$ cat src/rtl/sa_edge_feeder_if.sv
// Load/stream handshake bundle for one systolic-array edge feeder.
// The feeder connects through the slave modport; its data source and sink use master.
interface sa_edge_feeder_if #(
  parameter int unsigned N = 4
) ();
  logic            LD_VALID;
  logic            LD_READY;
  logic [32*N-1:0] LD_DATA;
  logic            START;
  logic [32*N-1:0] EDGE_OUT;
  logic            BUSY;
  logic            DONE;

  modport master (
    output LD_VALID, LD_DATA, START,
    input  LD_READY, EDGE_OUT, BUSY, DONE
  );

  modport slave (
    input  LD_VALID, LD_DATA, START,
    output LD_READY, EDGE_OUT, BUSY, DONE
  );
endinterface

$ cat src/rtl/sa_edge_feeder.sv
// Skewing edge feeder: buffers K vectors of N FP32 lanes, then streams them into the
// array edge with lane i delayed by i cycles and zero padding around each lane's data.
module sa_edge_feeder #(
  parameter int unsigned N = 4,
  parameter int unsigned K = 4
) (
  input logic             CLK,
  input logic             RST_N,
  sa_edge_feeder_if.slave bus
);

  localparam int unsigned      LdW    = $clog2(K + 1);
  localparam int unsigned      TW     = $clog2(K + N);
  localparam logic [TW-1:0]    TLast  = TW'(K + N - 2);
  localparam logic [LdW-1:0]   LdLast = LdW'(K - 1);

  typedef enum logic [1:0] {StIdle, StFull, StStream} state_e;

  state_e          state_q, state_d;
  logic [LdW-1:0]  ld_cnt_q, ld_cnt_d;
  logic [TW-1:0]   t_q, t_d;
  logic [32*N-1:0] buf_q [K];
  logic            ld_ready_q, ld_ready_d;
  logic            busy_q, busy_d;
  logic            done_q, done_d;
  logic [32*N-1:0] edge_out_q, edge_out_d;
  logic            accept;

  assign accept = (state_q == StIdle) && ld_ready_q && bus.LD_VALID;

  // State register and registered outputs
  always_ff @(posedge CLK or negedge RST_N) begin
    if (!RST_N) begin
      state_q    <= StIdle;
      ld_cnt_q   <= '0;
      t_q        <= '0;
      ld_ready_q <= 1'b0;
      busy_q     <= 1'b0;
      done_q     <= 1'b0;
      edge_out_q <= '0;
    end else begin
      state_q    <= state_d;
      ld_cnt_q   <= ld_cnt_d;
      t_q        <= t_d;
      ld_ready_q <= ld_ready_d;
      busy_q     <= busy_d;
      done_q     <= done_d;
      edge_out_q <= edge_out_d;
    end
  end

  // Operand buffer survives reset; only the load pointer is cleared.
  always_ff @(posedge CLK) begin
    for (int k = 0; k < int'(K); k++) begin
      if (accept && (ld_cnt_q == LdW'(k))) begin
        buf_q[k] <= bus.LD_DATA;
      end
    end
  end

  always_comb begin
    state_d  = state_q;
    ld_cnt_d = ld_cnt_q;
    t_d      = t_q;
    unique case (state_q)
      StIdle: begin
        if (accept) begin
          if (ld_cnt_q == LdLast) begin
            state_d  = StFull;
            ld_cnt_d = '0;
          end else begin
            ld_cnt_d = ld_cnt_q + 1'b1;
          end
        end
      end
      StFull: begin
        if (bus.START) begin
          state_d = StStream;
          t_d     = '0;
        end
      end
      StStream: begin
        if (t_q == TLast) begin
          state_d = StIdle;
          t_d     = '0;
        end else begin
          t_d = t_q + 1'b1;
        end
      end
      default: state_d = StIdle;
    endcase
  end

  // Outputs are computed from the next state so they appear registered on the following cycle.
  always_comb begin
    ld_ready_d = (state_d == StIdle);
    busy_d     = (state_d != StIdle);
    done_d     = (state_q == StStream) && (state_d == StIdle);
    edge_out_d = '0;
    if (state_d == StStream) begin
      for (int i = 0; i < int'(N); i++) begin
        for (int k = 0; k < int'(K); k++) begin
          if (int'(t_d) == i + k) begin
            edge_out_d[32*i +: 32] = buf_q[k][32*i +: 32];
          end
        end
      end
    end
  end

  assign bus.LD_READY = ld_ready_q;
  assign bus.BUSY     = busy_q;
  assign bus.DONE     = done_q;
  assign bus.EDGE_OUT = edge_out_q;

endmodule

$ cat src/flat_wrapper.sv
// flat-port wrapper written by rule: the top's interface ports become plain ports
module sa_edge_feeder_flat 
#(
  parameter int unsigned N = 4,
  parameter int unsigned K = 4
)
  (CLK, RST_N, bus_LD_VALID, bus_LD_DATA, bus_START, bus_LD_READY, bus_EDGE_OUT, bus_BUSY, bus_DONE);
  sa_edge_feeder_if #(.N(N)) bus_i ();
  input logic CLK;
  input logic RST_N;
  input wire logic [$bits(bus_i.LD_VALID)-1:0] bus_LD_VALID;
  input wire logic [$bits(bus_i.LD_DATA)-1:0] bus_LD_DATA;
  input wire logic [$bits(bus_i.START)-1:0] bus_START;
  output wire logic [$bits(bus_i.LD_READY)-1:0] bus_LD_READY;
  output wire logic [$bits(bus_i.EDGE_OUT)-1:0] bus_EDGE_OUT;
  output wire logic [$bits(bus_i.BUSY)-1:0] bus_BUSY;
  output wire logic [$bits(bus_i.DONE)-1:0] bus_DONE;
  assign bus_i.LD_VALID = bus_LD_VALID;
  assign bus_i.LD_DATA = bus_LD_DATA;
  assign bus_i.START = bus_START;
  assign bus_LD_READY = bus_i.LD_READY;
  assign bus_EDGE_OUT = bus_i.EDGE_OUT;
  assign bus_BUSY = bus_i.BUSY;
  assign bus_DONE = bus_i.DONE;
  sa_edge_feeder #(.N(N), .K(K)) u_core (.CLK(CLK), .RST_N(RST_N), .bus(bus_i));
endmodule
$ cat config.mk
export PLATFORM = sky130hd
export DESIGN_NAME = sa_edge_feeder_flat
export DESIGN_NICKNAME = d
export VERILOG_FILES = /design/src/rtl/sa_edge_feeder_if.sv /design/src/rtl/sa_edge_feeder.sv /design/src/flat_wrapper.sv
export SDC_FILE = /design/constraint.sdc
export NUM_CORES = 1
export LEC_CHECK = 0
export CAP_MARGIN = 40
export CORE_AREA = 2 2 337 205
export CTS_CLUSTER_SIZE = 20
export DETAILED_ROUTE_END_ITERATION = 7
export DIE_AREA = 0 0 339 207
export PLACE_DENSITY = 0.65
export RECOVER_POWER = 100
export SYNTH_ARGS = -nofsm -noshare
export SYNTH_HDL_FRONTEND = slang
export SYNTH_SLANG_ARGS = --single-unit
$ cat constraint.sdc
create_clock -name CLK -period 21.3 [get_ports CLK]
set_input_delay 4.26 -clock CLK [delete_from_list [all_inputs] [get_ports CLK]]
set_output_delay 4.26 -clock CLK [all_outputs]
set_load 0.05 [all_outputs]
==> results.sh <==
export IMPL_grt_use_total_pct=16.0
export IMPL_worstMarginPinSlew_ns=4.20
export IMPL_start_util_pct=34.6
export IMPL_yosys_warnings=0
export IMPL_io_pin_count=263
export IMPL_fmaxAchievable_mhz=81.2
export IMPL_highest_layer="met5"
export IMPL_synth_mux_area_share_pct=0
export IMPL_cts_sinks=651
export IMPL_route_met3_wl_mm=4.92
export IMPL_drc=0
export IMPL_final_hold_viol_count=0
export IMPL_ys_ff_latch=651
export IMPL_avgRoutedWirePerCell_um=22.5
export IMPL_hp_start="u_core.buf_q[2][110]$_DFFE_PP_"
export IMPL_cpMostUsedCell="clkbuf_1"
export IMPL_r2r_setup_slack_ns=12.44
export IMPL_r2r_start="u_core.state_q[0]$_DFF_PN0_"
export IMPL_critPathMaxStageDelay_ns=2.22
export IMPL_grt_overflow=0
export IMPL_switching_share_pct=29.9
export IMPL_setup_viol=0
export IMPL_synth_simple_gate_area_share_pct=3.05
export IMPL_grt_pass1_vias=13700
export IMPL_criticalPathCategory="input port to flop"
export IMPL_cellLeakagePower_nw=9.86
export IMPL_tns_ns=0
export IMPL_async_flop_share_pct=21.4
export IMPL_clockBufferDepth=3
export IMPL_fillCellCount=5955
export IMPL_cts_root_buf="clkbuf_16"
export IMPL_synth_edff_count=512
export IMPL_power_frac_comb_pct=19.8
export IMPL_layout_nets=1722
export IMPL_hold_buffers=0
export IMPL_cp_cell_sequence="dlygate4sd3_1 > nand3_1 > or2_2 > a211o_1 > clkbuf_1 > nand2_1 > clkbuf_1 > clkbuf_1 > clkbuf_1 > o22ai_1"
export IMPL_cap_violations=19
export IMPL_ys_flop_type="edfxtp_1"
export IMPL_synth_cell_types=44
export IMPL_layout_drive_gt1_share_pct=8.94
export IMPL_htreeDepth=2
export IMPL_wl_mm=57.5
export IMPL_final_antenna_net_count=0
export IMPL_place_ws_ns=13.28
export IMPL_netlist_instances=1319
export IMPL_die_w_um=339
export IMPL_crit_required_ns=21.66
export IMPL_die_y_um=207
export IMPL_clock_latency_ns=0.63
export IMPL_rsz0062_at_grt="false"
export IMPL_syn_nets=1459
export IMPL_worstHoldPathType="flop to flop"
export IMPL_synth_top_family_by_area="compound AO/OA/AOI/OAI gates"
export IMPL_worst_path_buf_inv=5
export IMPL_start_kind="input port"
export IMPL_wl_met1_mm=25.1
export IMPL_place_congestion=0.782
export IMPL_synthAdderAreaFrac_pct=0.429
export IMPL_grt_max_degree=73
export IMPL_drt_iter0_markers=993
export IMPL_syn_cell_area_sq_mm=0.0233
export IMPL_p_seq_share_pct=47.6
export IMPL_cts_buffers=60
export IMPL_status="finished, violations left"
export IMPL_crit_slowest_cell="clkbuf_1"
export IMPL_die_area_sq_mm=0.0702
export IMPL_worst_slack_ns=8.99
export IMPL_regToRegEndpoint="u_core.bus.EDGE_OUT[60]$_DFF_PN0_"
export IMPL_critPathMaxFanout=50
export IMPL_clockPowerShare_pct=32.6
export IMPL_switchingPower_w=0.00103
export IMPL_period_share_pct=57.8
export IMPL_ys_seq_area_share_pct=80.9
export IMPL_p_int_w=0.00242
export IMPL_cts_resized=0
export IMPL_slew_headroom_pct=-180
export IMPL_whs_path_depth=2
export IMPL_ir_worst_vdd_uv=73.7
export IMPL_post_cts_buffers=0
export IMPL_drt_pass1_iterations=6
export IMPL_grt_pass1_wl_mm=85.4
export IMPL_cp_data_arrival_time_ns=12.67
export IMPL_io_buffers=262
export IMPL_endpoint_kind="flop"
export IMPL_areaGrowthSynthToFinish_pct=23.4
export IMPL_cts_tree="yes"
export IMPL_drv_slew=809
export IMPL_finClkSkew_ns=0.0180
export IMPL_hold_end="u_core.bus.EDGE_OUT[110]$_DFF_PN0_"
export IMPL_synth_area_per_cell_sq_um=17.7
export IMPL_dr_total_vias=13200
export IMPL_synth_compound_area_share_pct=13.0
export IMPL_vias_per_cell=5.18
export IMPL_antenna_found_initial=16
export IMPL_p_per_area_mw_per_mm2=120
export IMPL_synth_xor_area_share_pct=0
export IMPL_wl_met2_mm=26.6
export IMPL_rows=74
export IMPL_cts_clk_slew_worst_paths_ns=0.06
export IMPL_worst_r2r_cell_count=11
export IMPL_core_sq_mm=0.0673
export IMPL_fin_crit_ns=12.31
export IMPL_violations="max-capacitance violations, max-slew violations"
export IMPL_dp_hpwl_mm=31.9
export IMPL_critPathTopFamily="buffers and inverters"
## layer usage
metal | track usage [%] | up-vias
met1 | 21.8 | 6790
met2 | 25.2 | 470
met3 | 4.97 | 87
li1 | - | 5860
met4 | 3.57 | 18
met5 | 0 | -
## how the worst max path moves through the flow
stage                  from                                 to  slack (ns)  cells after the start
2_1_floorplan  bus_LD_VALID       u_core.buf_q[0][0]$_DFFE_PP_        6.78                      2
3_3_place_gp   bus_LD_VALID  u_core.bus.EDGE_OUT[56]$_DFF_PN0_       13.01                      9
3_5_place_dp   bus_LD_VALID  u_core.bus.EDGE_OUT[73]$_DFF_PN0_       13.28                     10
4_1_cts        bus_LD_VALID  u_core.bus.EDGE_OUT[56]$_DFF_PN0_       13.96                     10
5_1_grt        bus_LD_VALID  u_core.bus.EDGE_OUT[59]$_DFF_PN0_        8.39                     10
6_report       bus_LD_VALID  u_core.bus.EDGE_OUT[60]$_DFF_PN0_        8.99                     10
## worst register-to-register path, stage by stage (launching register included)
cell,delay (ns)
dfrtp_1,0.40
inv_1,0.11
ha_1,0.23
nand3_1,0.16
or2_2,0.36
a211o_1,0.29
clkbuf_1,0.66
nand2_1,1.61
clkbuf_1,1.78
clkbuf_1,0.40
clkbuf_1,2.22
o22ai_1,0.39
## through the flow
stage               instances  hold WS, ns  util, %  instance area, sq um  power (W)
finish                   2553        0.510     42.8                 28800    0.00345
global route             2547        0.537     42.7                 28800    0.00359
CTS                      2546        0.515     43.3                 29100    0.00351
detailed placement       2432        0.509     40.2                 27000    0.00239
global placement         2423        0.494     39.8                 26800    0.00235
floorplan                1319        0.490        -                 23300    0.00214
## cells in the final DEF, fill, tap and decap left out, types with 2 or more instances in the layout
| cell | n |
|---|---|
| inv_1 | 10 |
| ha_1 | 8 |
| inv_8 | 2 |
| clkinv_2 | 16 |
| clkinvlp_4 | 9 |
| o22ai_1 | 64 |
| a221oi_1 | 95 |
| nor2_1 | 65 |
| a211oi_2 | 4 |
| edfxtp_1 | 512 |
| buf_16 | 3 |
| and2_2 | 2 |
| clkbuf_1 | 28 |
| nand2b_1 | 4 |
| a21oi_1 | 39 |
| nor3b_1 | 3 |
| clkbuf_16 | 61 |
| a211oi_1 | 93 |
| nand2_1 | 73 |
| inv_6 | 4 |
| o2111ai_1 | 32 |
| a22oi_1 | 32 |
| dlygate4sd3_1 | 261 |
| nor2b_1 | 3 |
| bufinv_16 | 8 |
| nand3_1 | 3 |
| o21a_1 | 3 |
| nor2_2 | 3 |
| o21ai_0 | 5 |
| clkinv_4 | 2 |
| and2_1 | 2 |
| buf_4 | 15 |
| a22o_1 | 2 |
| clkbuf_8 | 6 |
| diode_2 | 7 |
| dfrtp_1 | 139 |
## cells by family after synthesis
family                   after synthesis
AO/OA/AOI/OAI                        381
adder cells (fa/ha/maj)                8
buffers and inverters                111
flip-flops                           651
AND/OR/NAND/NOR                      168
## final cells by class
cell class | count | area (sq um) | share of cell area, %
tap | 912 | 1140 | 3.96
inverter | 11 | 42.5 | 0.148
multi-input combinational | 557 | 3740 | 13.0
clock buffer | 73 | 1630 | 5.67
sequential | 651 | 18900 | 65.5
timing repair buffer | 301 | 2890 | 10.0
antenna | 7 | 17.5 | 0.0609
clock inverter | 41 | 463 | 1.61
## power groups by stage
stage / combinational [W] / clock [W] / sequential, W
floorplan: 0.000361 / 0 / 0.00178
global placement: 0.000705 / 0 / 0.00164
detailed placement: 0.000735 / 0 / 0.00165
CTS: 0.000739 / 0.00115 / 0.00163
global route: 0.000738 / 0.00120 / 0.00166
finish: 0.000682 / 0.00113 / 0.00164
## Yosys cell counts, types with 2 or more instances
master	n	area share (%)
buf_6	7	0.34
buf_4	12	0.39
nor3b_1	3	0.097
a211oi_1	64	2.1
nand2_1	73	1.2
a22o_1	2	0.075
and2_1	5	0.13
o2111ai_1	32	1.2
nor2_1	68	1.1
buf_8	3	0.19
a211oi_2	33	1.8
dfrtp_1	139	15
ha_1	8	0.43
o22ai_1	65	1.7
o21ai_0	5	0.11
edfxtp_1	512	66
o21ai_1	2	0.043
nand3_1	3	0.064
a21oi_1	39	0.84
buf_2	39	0.84
buf_12	2	0.17
nand2b_1	4	0.11
a22oi_1	32	1.0
o21a_1	5	0.16
clkbuf_1	37	0.60
nor2b_1	3	0.080
a221oi_1	95	3.6
inv_1	11	0.18
## sequential cells by signal, indices dropped and copies added (netlist names)
| register | cells |
|---|---|
| u_core.bus.EDGE_OUT | 128 |
| u_core.t_q | 3 |
| u_core.bus.LD_READY | 1 |
| u_core.ld_cnt_q | 3 |
| u_core.state_q | 2 |
| u_core.bus.DONE | 1 |
| u_core.buf_q | 512 |
| u_core.bus.BUSY | 1 |
Power figures use the tool's default switching activity.
